$ cat config.mk
export PLATFORM = sky130hd
export DESIGN_NAME = servo_channel_mux
export DESIGN_NICKNAME = d
export VERILOG_FILES = /design/src/rtl/servo_channel_mux.sv
export SDC_FILE = /design/constraint.sdc
export NUM_CORES = 1
export LEC_CHECK = 0
export CELL_PAD_IN_SITES_DETAIL_PLACEMENT = 0
export CELL_PAD_IN_SITES_GLOBAL_PLACEMENT = 1
export CORE_MARGIN = 3
export CORE_UTILIZATION = 31
export CTS_CLUSTER_SIZE = 25
export DETAILED_ROUTE_END_ITERATION = 8
export PLACE_DENSITY = 0.78
export SLEW_MARGIN = 10
export SYNTH_ARGS = -nofsm -noshare
export SYNTH_HDL_FRONTEND = slang
export SYNTH_SLANG_ARGS = --single-unit
$ cat constraint.sdc
create_clock -name clk -period 2.5 [get_ports clk]
set_input_delay 0.25 -clock clk [delete_from_list [all_inputs] [get_ports clk]]
set_output_delay 0.25 -clock clk [all_outputs]
set_load 0.03 [all_outputs]
$ cat src/rtl/servo_channel_mux.sv
// servo_channel_mux: registered N-to-1 selector for servo duty words.
// Channel changes take effect only on PWM period boundaries (period_end), so
// dout never changes mid-period. In auto mode, the selector rotates through all
// channels and stays on each one for DWELL period boundaries.
module servo_channel_mux #(
  parameter  int WIDTH    = 5,
  parameter  int CHANNELS = 4,
  parameter  int DWELL    = 8,
  localparam int SW       = $clog2(CHANNELS)
) (
  input  logic                      clk,
  input  logic                      rst_n,
  input  logic [CHANNELS*WIDTH-1:0] din,
  input  logic [SW-1:0]             sel,
  input  logic                      sel_valid,
  input  logic                      auto,
  input  logic                      period_end,
  output logic [WIDTH-1:0]          dout,
  output logic [SW-1:0]             cur_sel,
  output logic                      switch_pending,
  output logic                      switched,
  output logic                      sel_err
);

  localparam int            DW         = (DWELL > 1) ? $clog2(DWELL) : 1;
  localparam logic [DW-1:0] DWELL_LAST = DW'(DWELL - 1);
  localparam logic [SW-1:0] CH_LAST    = SW'(CHANNELS - 1);

  typedef enum logic [1:0] {M_IDLE, M_PEND, A_SCAN} state_e;

  state_e            state_q, state_d;
  logic [SW-1:0]     pend_q, pend_d;
  logic [SW-1:0]     cur_q, cur_d;
  logic [DW-1:0]     dwell_q, dwell_d;
  logic [WIDTH-1:0]  dout_q, dout_d;
  logic              switched_q, switched_d;
  logic              sel_err_q, sel_err_d;

  logic [WIDTH-1:0]  ch [CHANNELS];
  logic              sel_ok;
  logic              req;
  logic [DW-1:0]     dwell_base;

  // Unpack the flat input bus into one duty word per channel.
  for (genvar k = 0; k < CHANNELS; k++) begin : g_unpack
    assign ch[k] = din[k*WIDTH +: WIDTH];
  end

  assign sel_ok = ({1'b0, sel} < (SW+1)'(CHANNELS));

  // Next-state logic: mode handling, boundary-deferred switching, dout reload.
  always_comb begin
    // NOTE: every variable assigned here gets a default first, so no path can leave it unassigned and infer a latch.
    state_d    = state_q;
    pend_d     = pend_q;
    cur_d      = cur_q;
    dwell_d    = dwell_q;
    dout_d     = dout_q;
    switched_d = 1'b0;
    sel_err_d  = 1'b0;
    req        = 1'b0;
    dwell_base = '0;

    if (auto) begin
      // Entering scan starts from a fresh count; pending manual requests are dropped.
      dwell_base = (state_q == A_SCAN) ? dwell_q : '0;
      state_d    = A_SCAN;
      pend_d     = '0;
      dwell_d    = dwell_base;
      if (period_end) begin
        if (dwell_base == DWELL_LAST) begin
          dwell_d = '0;
          cur_d   = (cur_q == CH_LAST) ? '0 : cur_q + 1'b1;
        end else begin
          dwell_d = dwell_base + 1'b1;
        end
      end
    end else begin
      dwell_d   = '0;
      req       = sel_valid & sel_ok;
      sel_err_d = sel_valid & ~sel_ok;
      if (req) pend_d = sel;
      if (period_end && (req || state_q == M_PEND)) begin
        // A request arriving on the boundary edge is applied at that same edge.
        cur_d   = req ? sel : pend_q;
        state_d = M_IDLE;
      end else if (req) begin
        state_d = M_PEND;
      end else if (state_q == A_SCAN) begin
        state_d = M_IDLE;
      end
    end

    if (period_end) begin
      dout_d     = ch[cur_d];
      switched_d = (cur_d != cur_q);
    end
  end

  // State and output registers.
  always_ff @(posedge clk or negedge rst_n) begin
    // NOTE: sequential state uses non-blocking assignments so every flop samples pre-edge values.
    if (!rst_n) begin
      state_q    <= M_IDLE;
      pend_q     <= '0;
      cur_q      <= '0;
      dwell_q    <= '0;
      dout_q     <= '0;
      switched_q <= 1'b0;
      sel_err_q  <= 1'b0;
    end else begin
      state_q    <= state_d;
      pend_q     <= pend_d;
      cur_q      <= cur_d;
      dwell_q    <= dwell_d;
      dout_q     <= dout_d;
      switched_q <= switched_d;
      sel_err_q  <= sel_err_d;
    end
  end

  assign dout           = dout_q;
  assign cur_sel        = cur_q;
  assign switch_pending = (state_q == M_PEND);
  assign switched       = switched_q;
  assign sel_err        = sel_err_q;

endmodule

After elaboration in Yosys (flattened, before gate mapping). Cells that the tools add are included.

Reductions and logical operators: 3. Bitwise logic cells: 1. Order comparisons: 1. Add/sub/neg operators: 2. Equal/unequal tests: 5. Mux-type cells: 19.

Operator list (count): 2-bit 2-to-1 mux (11); 3-bit 2-to-1 mux (4); 5-bit binary-select mux with 2-bit select (1); 5-bit 2-to-1 mux (2); 2-bit == test (second input constant) (2); 4-bit nonzero test (1); 3-bit by 1-bit adder with 3-bit output (second input constant) (1); 3-bit == test (second input constant) (1); 3-bit >= comparator (second input constant) (1); 2-bit inverter with 3-bit output (1); 2-bit by 1-bit adder with 2-bit output (second input constant) (1); 2-bit by 1-bit == test with 1-bit output (second input constant) (1); 2-bit inequality test (1); 1-bit logical AND (1); 1-bit logical OR (1); 1-bit 2-to-1 mux (1).

Bits of input ports: 27. Output and inout bits: 10. Logic and storage cells: 37. Register bits after elaboration: 15.

Depth between registers and ports, before layout. Gate-level depths: netlist (run 1).

Depth after elaboration: 10. Mapped depth: 10. Mapped depth without buffers: 9.

Worst setup path after synthesis (run 1). OpenSTA, ideal clock, no wires.

Path kind: register to register. Start: reg state_q[1]. End: reg dout_q[2], in the netlist dout[2]. Path buffers: 1. Slack: 245 ps. Library setup time: 131 ps. Arrival: 2124 ps. Cell stages (with the launch flop): 11. Clock period less this slack: 2255 ps. Required time: 2369 ps. Path through: dfrtp_1 and2b_2 and2_1 ha_1 ha_1 and3_1 o21ai_0 o311ai_2 buf_6 mux2i_1 o221ai_2.

Longest elaborated chain between the ends: 10. Elaborated cells between the ends (all ways): 14. Classes of those cells: 3 x eq/ne; 8 x mux; 1 x bitwise; 2 x reduce/logical.

RTL lines: from (decl) (RTL line 31) `state_e state_q, state_d;`; from (signal assigned) (RTL line 112) `state_q <= state_d;`; 2-bit == test (RTL line 66) `dwell_base = (state_q == A_SCAN) ? dwell_q : '0;`; 3-bit 2-to-1 mux (RTL line 66); 3-bit == test (RTL line 71) `if (dwell_base == DWELL_LAST) begin`; 2-bit 2-to-1 mux (RTL line 71); 2-bit 2-to-1 mux (RTL line 70) `if (period_end) begin`; 2-bit 2-to-1 mux (*) (RTL line 64) `if (auto) begin`; named net cur_d[1] (RTL line 33) `logic [SW-1:0] cur_q, cur_d;`; 2-bit inverter with 3-bit output (implied by the code) (*) (RTL line 95) `dout_d = ch[cur_d];`; 5-bit binary-select mux with 2-bit select (*) (RTL line 95); 5-bit 2-to-1 mux (implied by the code) (*) (2 in series) (RTL line 95); to (signal assigned) (RTL line 116) `dout_q <= dout_d;`; to (decl) (RTL line 35) `logic [WIDTH-1:0] dout_q, dout_d;`.

Mark *: on every way through the listed nets, which the timed path passes. The rest lies on a longest branch. The select of a mux whose other input is x is not followed. A chain may end at the register's enable or synchronous reset.

Final worst setup path (run 1).
Start: reg state_q[0]. End: reg dout_q[4], in the netlist dout[4].

The elaborated chain is that of the path after synthesis.

==> results of run 1 <==
path summary, 6_finish.rpt:
kind | from | to | cells after the start | slack (ns)
worst min register to register | dout[1] | dout[1] | 2 | 0.51
worst max-delay path | state_q[0] | dout[4] | 9 | 0.12
worst min-delay path | rst_n | dwell_q[2] | 1 | 0.39
max in group asynchronous | rst_n | dout[2] | 1 | 1.65
worst max register to register | state_q[0] | dout[4] | 9 | 0.12
min in group clk | dout[1] | dout[1] | 2 | 0.51
worst max-delay path, cell delays in order, from the launching register on:
cell,delay [ns]
dfrtp_1,0.41
and2b_2,0.24
and2_1,0.18
ha_1,0.20
ha_1,0.22
nor4bb_1,0.15
o21ai_1,0.21
o311ai_4,0.17
or2_4,0.33
o221ai_1,0.19
per-layer routing:
| metal | part of all wire, % | global-route usage (%) | vias up |
|---|---|---|---|
| li1 | - | - | 374 |
| met1 | 42 | 15.9 | 345 |
| met2 | 51 | 20.2 | 22 |
| met3 | 6.2 | 4.32 | 2 |
| met4 | 0.47 | 1.58 | 0 |
| met5 | 0 | 0 | - |
cells in the mapped netlist, drive strengths merged:
cell type / number / area share (%)
a211oi: 1 / 0.84
a21boi: 2 / 1.7
and2: 5 / 3.5
and2b: 1 / 0.98
and3: 1 / 0.70
buf: 3 / 2.6
clkinv: 1 / 0.42
conb: 1 / 0.42
dfrtp: 15 / 42
ha: 3 / 4.2
inv: 4 / 1.7
mux2: 2 / 2.5
mux2i: 12 / 13
nand2: 7 / 2.9
nor2: 4 / 1.7
nor2b: 1 / 1.5
nor4bb: 1 / 1.1
o2111ai: 2 / 2.0
o21a: 1 / 0.84
o21ai: 3 / 1.7
o221ai: 5 / 5.6
o311ai: 2 / 3.6
or2: 1 / 0.70
or2b: 1 / 0.84
xnor2: 3 / 2.9
report_power, final:
group	total (mW)	internal, mW	switching, mW
Sequential	0.302	0.278	0.0235
Clock	0.142	0.0618	0.0799
Combinational	0.336	0.168	0.168
per-stage QoR:
step / setup slack, ns / cells / util, % / instance area (sq um)
2_1_floorplan: 0.245 / 82 / - / 898
3_3_place_gp: 0.0960 / 146 / 48.9 / 1280
3_5_place_dp: 0.0801 / 146 / 48.9 / 1280
4_1_cts: 0.0502 / 150 / 49.9 / 1300
5_1_grt: -0.00198 / 151 / 51.6 / 1350
6_report: 0.115 / 151 / 51.6 / 1350
cells by family (layout without fill, tap and decap cells):
logic type / count (synthesis) / after routing / share of synthesized area (%)
and+or+nand+nor: 22 / 22 / 13.9
AOI/OAI and AO/OA: 16 / 16 / 16.2
DFF: 15 / 15 / 41.8
muxes: 14 / 14 / 15.9
buffers and inverters: 8 / 47 / 4.73
adders and majority gates: 3 / 3 / 4.18
xor gates and xnor gates: 3 / 3 / 2.93
other: 1 / 1 / 0.417
repair_timing:
action | in CTS | in global routing
resized for setup | 0 | 9
buffers inserted | 0 | 1
setup endpoints to repair | 0 | 6
registers in the layout, indices dropped and copies added (netlist names):
name,flops
dout,5
dwell_q,3
cur_sel,2
pend_q,2
state_q,2
switched,1
cell type report:
type,instances,area [sq um]
repair buffers,38,377
flip-flops and latches,15,375
inverters,5,18.8
well taps,30,37.5
clock buffers,4,26.3
fillers,234,1260
multi-input cells,59,514
==> reports/metrics.yaml, run 1 <==
startpoint_type: "flip-flop"
cts_made_buffers: 3
status: "complete, no violations"
max_freq_mhz: 419
portBuffers: 35
vdd_ir_drop_max_mv: 0.438
ys_warn_count: 0
clk_pin_slew_ns: 0.10
mostFrequentLayoutCell: "clkdlybuf4s50_1"
synth-seq-cells: 15
ys_seq_area_share_pct: 41.8
grt_pass1_wl_mm: 3.34
slew_violations: 0
via_count: 743
core_area_sq_um: 2610
row_count: 18
drive_gt1_share_pct: 14.0
drt_iter0_markers: 7
cts_tree: "yes"
p_leak_nw: 0.564
p_per_area_nw_per_um2: 578
viasPerCell: 4.92
p_total_uw: 779
dieArea_sq_um: 3580
worstMarginPinSlew_ns: 0.719
synth_cell_type_count: 29
grt_use_total_pct: 12.3
drt_wl_total_mm: 2.14
synth_fp_nets: 112
die_y_um: 59.8
drc_errors: 0
antenna_found_initial: 0
ioPinCount: 37
drv_cap: 0
n_antenna_cell: 0
drt-wirelength-per-cell_um: 14.2
die_w_um: 59.8
fin_crit_sh_pct: 95.4
worstPathArrival_ns: 2.58
fin_nets: 152
period_needed_ns: 2.38
gp_congestion: 0.744
first_pass_iters: 4
skew_ns: 0.00819
relSlewSlack_pct: 51.9
worstSetupPathType: "reg2reg"
hp-class: "in2async"
grt_pass1_vias: 729
finalHoldViolations: 0
grt-ovfl-total: 0
cts_htree_levels: 1
holdBufCountCts: 0
grt_max_degree: 16
setup_viol: 0
avgSynthCellArea_sq_um: 11.0
whs_ns: 0.389
cp-end-kind: "flip-flop"
syn_inst: 82
cts.sinks: 15
clk_latency_ns: 0.28
area_growth_pct: 50.1
start_util_pct: 34.4
ant_nets: 0
clk_path_buf_depth: 2
root_buffer: "clkbuf_4"
dp_hpwl_mm: 1.63
synth_area_sq_um: 898
tns_ns: 0
crit_fanout: 5
layout_common_cells: "clkdlybuf4s50_1 (35), dfrtp_1 (15), mux2i_1 (12)"
critical_path_required_ns: 2.69
(Power assumes the default switching activity.)
==> run 2, diff against run 1 <==
Settings changed: SLEW_MARGIN 10 to unset.
==> results of run 2 <==
Final layout, timing and power as in run 1 (identical DEF).
